==> config.mk <==
export PLATFORM = sky130hd
export DESIGN_NAME = ram_arbiter
export DESIGN_NICKNAME = d
export VERILOG_FILES = /design/src/rtl/ram_arbiter_pkg.sv /design/src/rtl/ram_arbiter_rr_pick2.sv /design/src/rtl/ram_arbiter.sv
export SDC_FILE = /design/constraint.sdc
export NUM_CORES = 1
export LEC_CHECK = 0
export BUFFER_PORTS_ARGS = -buffer_cell sky130_fd_sc_hd__buf_4
export CAP_MARGIN = 25
export CORE_ASPECT_RATIO = 0.75
export CORE_MARGIN = 4
export CORE_UTILIZATION = 37
export DETAILED_ROUTE_END_ITERATION = 16
export PLACE_DENSITY_LB_ADDON = 0.1
export SLEW_MARGIN = 30
export SYNTH_ARGS = -nofsm -noshare
export SYNTH_HDL_FRONTEND = slang
export SYNTH_HIERARCHICAL = 1
export SYNTH_SLANG_ARGS = --single-unit
==> constraint.sdc <==
create_clock -name clock -period 4.99 [get_ports clock]
set_clock_uncertainty 0.1 [all_clocks]
set_input_delay 0.499 -clock clock [delete_from_list [all_inputs] [get_ports clock]]
set_output_delay 0.499 -clock clock [all_outputs]
set_load 0.02 [all_outputs]
==> src/rtl/ram_arbiter_pkg.sv <==
// Shared types for the two-master RAM arbiter: TileLink-style A-channel request,
// opcode constants and the arbiter FSM state encoding.
package ram_arbiter_pkg;

    typedef struct packed {
        logic [2:0]  a_opcode;
        logic [31:0] a_address;
        logic [31:0] a_data;
        logic [3:0]  a_mask;
    } tilelink_a;

    localparam logic [2:0] OpPutFullData = 3'd0;
    localparam logic [2:0] OpGet         = 3'd4;

    typedef enum logic [1:0] {
        StIdle,
        StIssue,
        StWait,
        StResp
    } arb_state_e;

    // Anything that is not a Get is acknowledged like PutFullData.
    function automatic logic is_get(input tilelink_a req);
        return req.a_opcode == OpGet;
    endfunction

endpackage

==> src/rtl/ram_arbiter_rr_pick2.sv <==
// Combinational two-way round-robin picker: a tie goes to the master that was
// not granted last; a lone requester always wins.
module rr_pick2 (
    input  logic [1:0] valids,
    input  logic       last_grant,
    output logic       grant,
    output logic       any
);

    always_comb begin
        any   = |valids;
        grant = 1'b0;
        if (valids == 2'b11) begin
            grant = ~last_grant;
        end else if (valids[1]) begin
            grant = 1'b1;
        end
    end

endmodule

==> src/rtl/ram_arbiter.sv <==
// Two-master arbiter in front of a single-ported RAM with one-cycle read latency.
// One transaction in flight: accept, issue, wait for read data, respond.
module ram_arbiter
    import ram_arbiter_pkg::*;
(
    input  logic        clock,
    input  logic        reset,

    input  logic        m0_a_valid,
    output logic        m0_a_ready,
    input  tilelink_a   m0_tla,
    output logic        m0_d_valid,
    input  logic        m0_d_ready,
    output logic [31:0] m0_d_data,

    input  logic        m1_a_valid,
    output logic        m1_a_ready,
    input  tilelink_a   m1_tla,
    output logic        m1_d_valid,
    input  logic        m1_d_ready,
    output logic [31:0] m1_d_data,

    output logic        ram_a_valid,
    output tilelink_a   ram_tla,
    input  logic [31:0] ram_rdata
);

    arb_state_e  state_q, state_d;
    logic        last_grant_q;
    logic        grant_q;
    tilelink_a   req_q;
    logic [31:0] rdata_q;

    logic        pick_grant;
    logic        pick_any;
    logic        accept;
    logic        resp_ready;

    rr_pick2 u_pick (
        .valids     ({m1_a_valid, m0_a_valid}),
        .last_grant (last_grant_q),
        .grant      (pick_grant),
        .any        (pick_any)
    );

    assign resp_ready = grant_q ? m1_d_ready : m0_d_ready;

    always_comb begin
        state_d     = state_q;
        accept      = 1'b0;
        m0_a_ready  = 1'b0;
        m1_a_ready  = 1'b0;
        m0_d_valid  = 1'b0;
        m1_d_valid  = 1'b0;
        m0_d_data   = '0;
        m1_d_data   = '0;
        ram_a_valid = 1'b0;
        ram_tla     = '0;

        unique case (state_q)
            StIdle: begin
                if (pick_any) begin
                    accept  = 1'b1;
                    state_d = StIssue;
                    if (pick_grant) begin
                        m1_a_ready = 1'b1;
                    end else begin
                        m0_a_ready = 1'b1;
                    end
                end
            end
            StIssue: begin
                ram_a_valid = 1'b1;
                ram_tla     = req_q;
                state_d     = StWait;
            end
            StWait: begin
                state_d = StResp;
            end
            StResp: begin
                if (grant_q) begin
                    m1_d_valid = 1'b1;
                    m1_d_data  = rdata_q;
                end else begin
                    m0_d_valid = 1'b1;
                    m0_d_data  = rdata_q;
                end
                if (resp_ready) begin
                    state_d = StIdle;
                end
            end
            default: begin
                state_d = StIdle;
            end
        endcase
    end

    // last_grant resets to 1 so master 0 wins the first tie.
    always_ff @(posedge clock or posedge reset) begin
        if (reset) begin
            state_q      <= StIdle;
            last_grant_q <= 1'b1;
            grant_q      <= 1'b0;
            req_q        <= '0;
            rdata_q      <= '0;
        end else begin
            state_q <= state_d;
            if (accept) begin
                grant_q      <= pick_grant;
                last_grant_q <= pick_grant;
                req_q        <= pick_grant ? m1_tla : m0_tla;
            end
            if (state_q == StWait) begin
                rdata_q <= is_get(req_q) ? ram_rdata : 32'h0;
            end
        end
    end

endmodule

==> results.json, run 1 <==
{
  "status": "complete, no violations",
  "pin_count": 320,
  "comb_power_share": 0.450,
  "drive_gt1_frac": 0.383,
  "grt_pass1_vias": 5027,
  "yosysMostFrequentCell": "nand2_1",
  "synth.avg_cell_area_um2": 9.13,
  "period_minus_slack_ns": 3.14,
  "max_stage_delay_ns": 0.75,
  "avgRoutedWirePerCell_um": 15.2,
  "netSwitchingFraction": 0.407,
  "groute.layer.met3.usage": 0.0606,
  "synth-seq-cells": 107,
  "hold_viol_final": 0,
  "busiest_layer": "met2",
  "crit_path_start_kind": "register",
  "die_w_um": 152,
  "portBuffers": 319,
  "n_fill_cell": 1379,
  "path_max_fanout": 33,
  "yosys.area.top_type": "dfrtp_1",
  "tightest_slew_ns": 0.859,
  "timing.fmax_mhz": 318,
  "via_per_inst": 4.56,
  "hpwl_um": 13200,
  "arrival_ns": 2.54,
  "cts-root-buf": "clkbuf_16",
  "ys_seq_area_frac": 0.468,
  "synth_edf_count": 0,
  "place_area_um2": 8240,
  "grt_antenna_before_repair": 0,
  "coreArea_um2": 15200,
  "grt_first_pass_wirelength_um": 25500,
  "p_seq_frac": 0.378,
  "drtIter0Drc": 148,
  "worst-endpoint-required_ns": 4.39,
  "cts_inserted_buffers": 9,
  "critical_path_class": "reg2out",
  "rsz0062_at_grt": "false",
  "clkSlewWorstSetupHoldPaths_ns": 0.07,
  "period_share": 0.630,
  "power.switching_mw": 1.66,
  "synth_top_area_share": 0.463,
  "initial_utilization": 0.377,
  "slew_viol_final": 0,
  "p_int_mw": 2.41,
  "finalNetCount": 1101,
  "cts_tree": "done",
  "antenna_left": 0,
  "syn_inst": 627,
  "die_h_um": 116,
  "dieArea_um2": 17500,
  "cts.sinks": 107,
  "grt_use_met2": 0.335,
  "syn-cell-area_um2": 5730,
  "track_usage": 0.185,
  "netlist_top_cells_count": "109 x nand2_1, 106 x dfrtp_1, 104 x and2_1, 93 x o21ai_0, 73 x mux2i_1",
  "cp_slowest_cell": "ha_1",
  "htreeDepth": 3,
  "crit_chain": "ha_1, nor2b_4, and2_1, buf_4",
  "worst_ir_drop_vdd_mv": 0.209,
  "async_flop_share": 1.00,
  "finalSetupViolCount": 0,
  "final_area_um2": 8540,
  "maxCapViolCount": 0,
  "clkPwrFrac": 0.172,
  "leakage_nw": 4.55,
  "clkLatencyLatePin_ns": 0.35,
  "grt_max_degree": 89,
  "gp_congestion": 0.794,
  "syn_nets": 813,
  "use_met1": 0.213,
  "routed_wl_um": 17100,
  "first_pass_iters": 4,
  "endpoint_kind": "output port",
  "drcViolationCount": 0,
  "synth_warnings": 6,
  "hold_class": "in2async",
  "hold_buffers": 0,
  "yosys.cell_types.count": 24,
  "grt_overflow_total": 0,
  "row_count": 39,
  "slew_headroom": 0.427,
  "ctsResizeCount": 0,
  "area_growth_pct": 49.1,
  "num_vias": 5134,
  "finalSetupTns_ns": 0,
  "powerDensity_nw_per_um2": 477,
  "yosys-top-cells-area": "dfrtp_1 46%, mux2i_1 13%, and2_1 11%",
  "synthFlopType": "dfrtp_1",
  "cts_buffer_depth": 2,
  "cts_setup_buffers": 0,
  "n_antenna_cell": 0
}
-- registers in the layout, summed over array words and instances, names as in the netlist --
signal and count:
grant_q 1, rdata_q 32, last_grant_q 1, state_q 2
req_q 71
-- layout make-up --
cell class | instances | area [um2] | share of cell area
Multi-Input combinational cell | 437 | 2720 | 0.318
Timing Repair Buffer | 324 | 2450 | 0.287
Tap cell | 205 | 256 | 0.0300
Sequential cell | 107 | 2680 | 0.314
Clock buffer | 11 | 253 | 0.0296
Inverter | 36 | 138 | 0.0161
Clock inverter | 5 | 42.5 | 0.00498
-- critical path, delay by kind of cell (launching register included) --
kind	cells	cell delay, ns
AND/OR/NAND/NOR	2	0.85
adder cells (fa/ha/maj)	1	0.75
buffers and inverters	1	0.14
flip-flops	1	0.44
-- placed cells by master, fill, tap and decap left out, drive strengths merged --
cell    Yosys  final
buf        21    324
nand2     109    109
dfrtp     106    106
and2      104    104
o21ai     103    103
mux2i      73     73
inv        36     39
and3       32     32
clkbuf     26     11
ha          6      6
nor2        2      2
nor2b       2      2
clkinv      0      2
nor4bb      1      1
nor3b       1      1
a21oi       1      1
mux2        1      1
dfstp       1      1
or2         1      1
a21boi      1      1
-- cells by family after synthesis --
logic type               count (synthesis)  synth area share
AO/OA/AOI/OAI                          105            0.0935
adder cells (fa/ha/maj)                  6            0.0131
buffers and inverters                   83            0.0671
flip-flops                             107             0.468
multiplexers                            74             0.130
AND/OR/NAND/NOR                        252             0.228
-- worst paths after layout --
check                               end  cells past startpoint  slack [ns]     startpoint
min                           req_q[28]                      2        0.12          reset
min reg2reg                    req_q[2]                      2        0.37       req_q[2]
max reg2reg                   req_q[62]                      5        2.58     state_q[0]
max in group asynchronous       grant_q                      3        3.44          reset
min in group clock          rdata_q[21]                      3        0.25  ram_rdata[21]
max                        m0_d_data[7]                      4        1.85     state_q[0]
-- stage by stage --
step	utilization	setup slack [ns]	hold slack [ns]	total power, mW	std cells
6_report	0.563	1.85	0.123	4.07	1125
2_1_floorplan	-	1.58	0.339	2.67	627
5_1_grt	0.563	1.63	0.178	4.39	1125
3_3_place_gp	0.541	2.14	0.355	3.33	1108
4_1_cts	0.562	1.53	0.141	4.13	1125
3_5_place_dp	0.543	1.92	0.362	3.42	1109
-- power groups by stage --
stage	sequential [mW]	clock, mW	combinational (mW)
after floorplan	1.43	0	1.24
after global routing	1.60	0.756	2.04
after global placement	1.53	0	1.81
after detailed placement	1.55	0	1.86
after CTS	1.54	0.725	1.87
final	1.54	0.701	1.83
-- per-layer routing --
layer	share of wire	wire (um)	up-vias
met4	0.016	282	0
met3	0.093	1600	19
li1	-	-	2600
met2	0.50	8580	191
met1	0.39	6670	2324
met5	0	0	-
Power figures use the tool's default switching activity.
==> run 2: changes to the inputs <==
--- a/config.mk
+++ b/config.mk
@@ -5,6 +5,7 @@
 export SDC_FILE = /design/constraint.sdc
 export NUM_CORES = 1
 export LEC_CHECK = 0
+export ABC_AREA = 1
 export BUFFER_PORTS_ARGS = -buffer_cell sky130_fd_sc_hd__buf_4
 export CAP_MARGIN = 25
 export CORE_ASPECT_RATIO = 0.75
==> constraint.sdc (replaced) <==
create_clock -name clock -period 2.85 [get_ports clock]
set_clock_uncertainty 0.1 [all_clocks]
set_input_delay 0.285 -clock clock [delete_from_list [all_inputs] [get_ports clock]]
set_output_delay 0.285 -clock clock [all_outputs]
set_load 0.02 [all_outputs]
==> run 2 against run 1 <==
Compared with the run above:
- power is 90% higher
- die area down 3.6%
- clock power is 74% higher
- via count grew 13%
- critical endpoint is now m1_a_ready
- synthesized area down 3.9%
- count of clock-buffer cells in the layout unchanged
- critical path type unchanged
==> results.json, run 2 <==
{
  "clkLatencyLatePin_ns": 0.33,
  "n_antenna_cell": 0,
  "grt_antenna_before_repair": 0,
  "cts.sinks": 107,
  "netSwitchingFraction": 0.427,
  "leakage_nw": 4.86,
  "top_regs": "req_q: 71 flops, rdata_q: 32 flops, state_q: 2 flops",
  "reg2reg_to": "req_q[2]",
  "reg2reg_setup_slack_ns": 0.76,
  "hold_class": "in2async",
  "row_count": 38,
  "ctsResizeCount": 0,
  "reg2reg_depth": 6,
  "synth_top_area_share": 0.482,
  "met1_length_um": 7860,
  "regMostFlops": "req_q",
  "gp_congestion": 0.812,
  "clkPwrFrac": 0.158,
  "max_stage_delay_ns": 0.52,
  "crit_path_start_kind": "register",
  "tightest_slew_ns": 0.810,
  "synth_edf_count": 0,
  "cts_buffer_depth": 2,
  "slew_headroom": 0.460,
  "area_growth_pct": 52.2,
  "status": "complete, no violations",
  "portBuffers": 319,
  "cts_setup_buffers": 0,
  "grt_overflow_total": 0,
  "finalSetupTns_ns": 0,
  "synth_warnings": 6,
  "rsz0062_at_grt": "false",
  "yosysMostFrequentCell": "nand2_1",
  "cp.depth": 4,
  "cts_inserted_buffers": 9,
  "drcViolationCount": 0,
  "first_pass_iters": 5,
  "cp_top_family": "buffers and inverters",
  "grt_pass1_vias": 5556,
  "pin_count": 320,
  "yosys-top-cells-area": "dfrtp_1 48%, nand2_1 23%, inv_1 7.6%",
  "maxCapViolCount": 0,
  "p_int_mw": 4.44,
  "drive_gt1_frac": 0.328,
  "whs_ns": 0.0356,
  "grt_max_degree": 65,
  "dieArea_um2": 16900,
  "startpoint": "last_grant_q",
  "grt_first_pass_wirelength_um": 28700,
  "hold_viol_final": 0,
  "track_usage": 0.210,
  "timing.fmax_mhz": 422,
  "num_vias": 5788,
  "worstSetupEndpoint": "m1_a_ready",
  "avgRoutedWirePerCell_um": 14.3,
  "cts_tree": "done",
  "power.switching_mw": 3.30,
  "coreArea_um2": 14500,
  "via_per_inst": 4.51,
  "slew_viol_final": 0,
  "endpoint_kind": "output port",
  "yosys.cell_types.count": 19,
  "finalPower_mw": 7.74,
  "layout_common_cells": "331 x nand2_1, 331 x buf_4, 111 x inv_1",
  "finalNetCount": 1266,
  "initial_utilization": 0.380,
  "synth-seq-cells": 107,
  "antenna_left": 0,
  "synth.avg_cell_area_um2": 7.05,
  "ys_seq_area_frac": 0.487,
  "routed_wl_um": 18400,
  "synthFlopType": "dfrtp_1",
  "die_h_um": 114,
  "hpwl_um": 13700,
  "crit_chain": "a21oi_1, nand2_2, inv_2, buf_4",
  "dr_wl_met3_um": 1460,
  "yosys.area.top_type": "dfrtp_1",
  "critical_path_class": "reg2out",
  "period_minus_slack_ns": 2.37,
  "syn_nets": 967,
  "final_area_um2": 8380,
  "netlist_top_cells_count": "332 x nand2_1, 112 x inv_1, 106 x dfrtp_1, 74 x nand3_1, 65 x nor2_1",
  "place_area_um2": 8090,
  "syn-cell-area_um2": 5500,
  "hold_buffers": 0,
  "comb_power_share": 0.503,
  "worst_ir_drop_vdd_mv": 0.414,
  "cp_slowest_cell": "a21oi_1",
  "fin_util": 0.578,
  "powerDensity_nw_per_um2": 924,
  "drtIter0Drc": 303,
  "syn_inst": 781,
  "r2r_start": "last_grant_q",
  "period_share": 0.832,
  "n_fill_cell": 1421,
  "finalSetupViolCount": 0,
  "cts-root-buf": "clkbuf_16",
  "crit_buf_inv": 2,
  "path_max_fanout": 19,
  "wl_met2_um": 8790,
  "htreeDepth": 3,
  "arrival_ns": 1.99,
  "top_layer": "met4",
  "worst-endpoint-required_ns": 2.47,
  "die_w_um": 149,
  "async_flop_share": 1.00,
  "clkSlewWorstSetupHoldPaths_ns": 0.07,
  "largest_reg_flops": 71,
  "p_seq_frac": 0.339
}
-- run 2: cell count changes after synthesis, moves of 9 or more --
cell / delta
nor2_1: +63
o21ai_0: -92
and2_1: -104
clkbuf_1: -13
and3_1: -32
o21ai_1: -9
inv_1: +76
mux2i_1: -73
nand2_1: +223
nand3_1: +74
buf_2: +22
buf_4: -11
o22ai_1: +32
-- run 2: power by group through the flow --
stage               registers, mW  clock network (mW)  logic (mW)
floorplan                    2.55                   0        2.58
global placement             2.63                   0        3.89
detailed placement           2.63                   0        3.94
CTS                          2.62                1.26        3.95
global route                 2.71                1.33        4.36
finish                       2.62                1.22        3.90
-- run 2: routing by layer --
metal	up-vias	track usage
met1	2647	0.271
li1	2935	-
met5	-	0
met2	186	0.356
met4	0	0.0451
met3	20	0.0612
-- run 2: area by class of cell --
class                   count  area (um2)  area share
inverters                 113         428      0.0511
clock buffers              11         233      0.0278
repair buffers            334        2540       0.304
flip-flops and latches    107        2680       0.320
clock inverters             4        52.6     0.00627
multi-input cells         515        2190       0.262
well taps                 200         250      0.0299
-- run 2: per-stage QoR --
stage          setup slack [ns]  std cells
5_1_grt                   0.400       1284
6_report                  0.478       1284
3_3_place_gp              0.716       1269
2_1_floorplan              1.07        781
4_1_cts                   0.429       1284
3_5_place_dp              0.725       1269
-- run 2: cells by family (layout without fill, tap and decap cells) --
| kind of cell | after synthesis | in the layout | synth area share |
|---|---|---|---|
| buffers and inverters | 159 | 462 | 0.116 |
| flip-flops | 107 | 107 | 0.487 |
| adder cells (fa/ha/maj) | 6 | 6 | 0.0136 |
| AND/OR/NAND/NOR | 475 | 475 | 0.345 |
| AO/OA/AOI/OAI | 34 | 34 | 0.0382 |
-- run 2: worst min-delay path by stage --
stage                      to  slack [ns]  cells past startpoint
floorplan            req_q[0]        0.30                      2
global placement    req_q[31]        0.38                      2
detailed placement  req_q[38]        0.38                      2
CTS                 req_q[37]        0.03                      3
global route        req_q[63]        0.03                      3
finish              req_q[43]        0.04                      3
-- run 2: worst min-delay path, delay by kind of cell --
kind	cells	cell delay [ns]
buf+inv	3	0.66
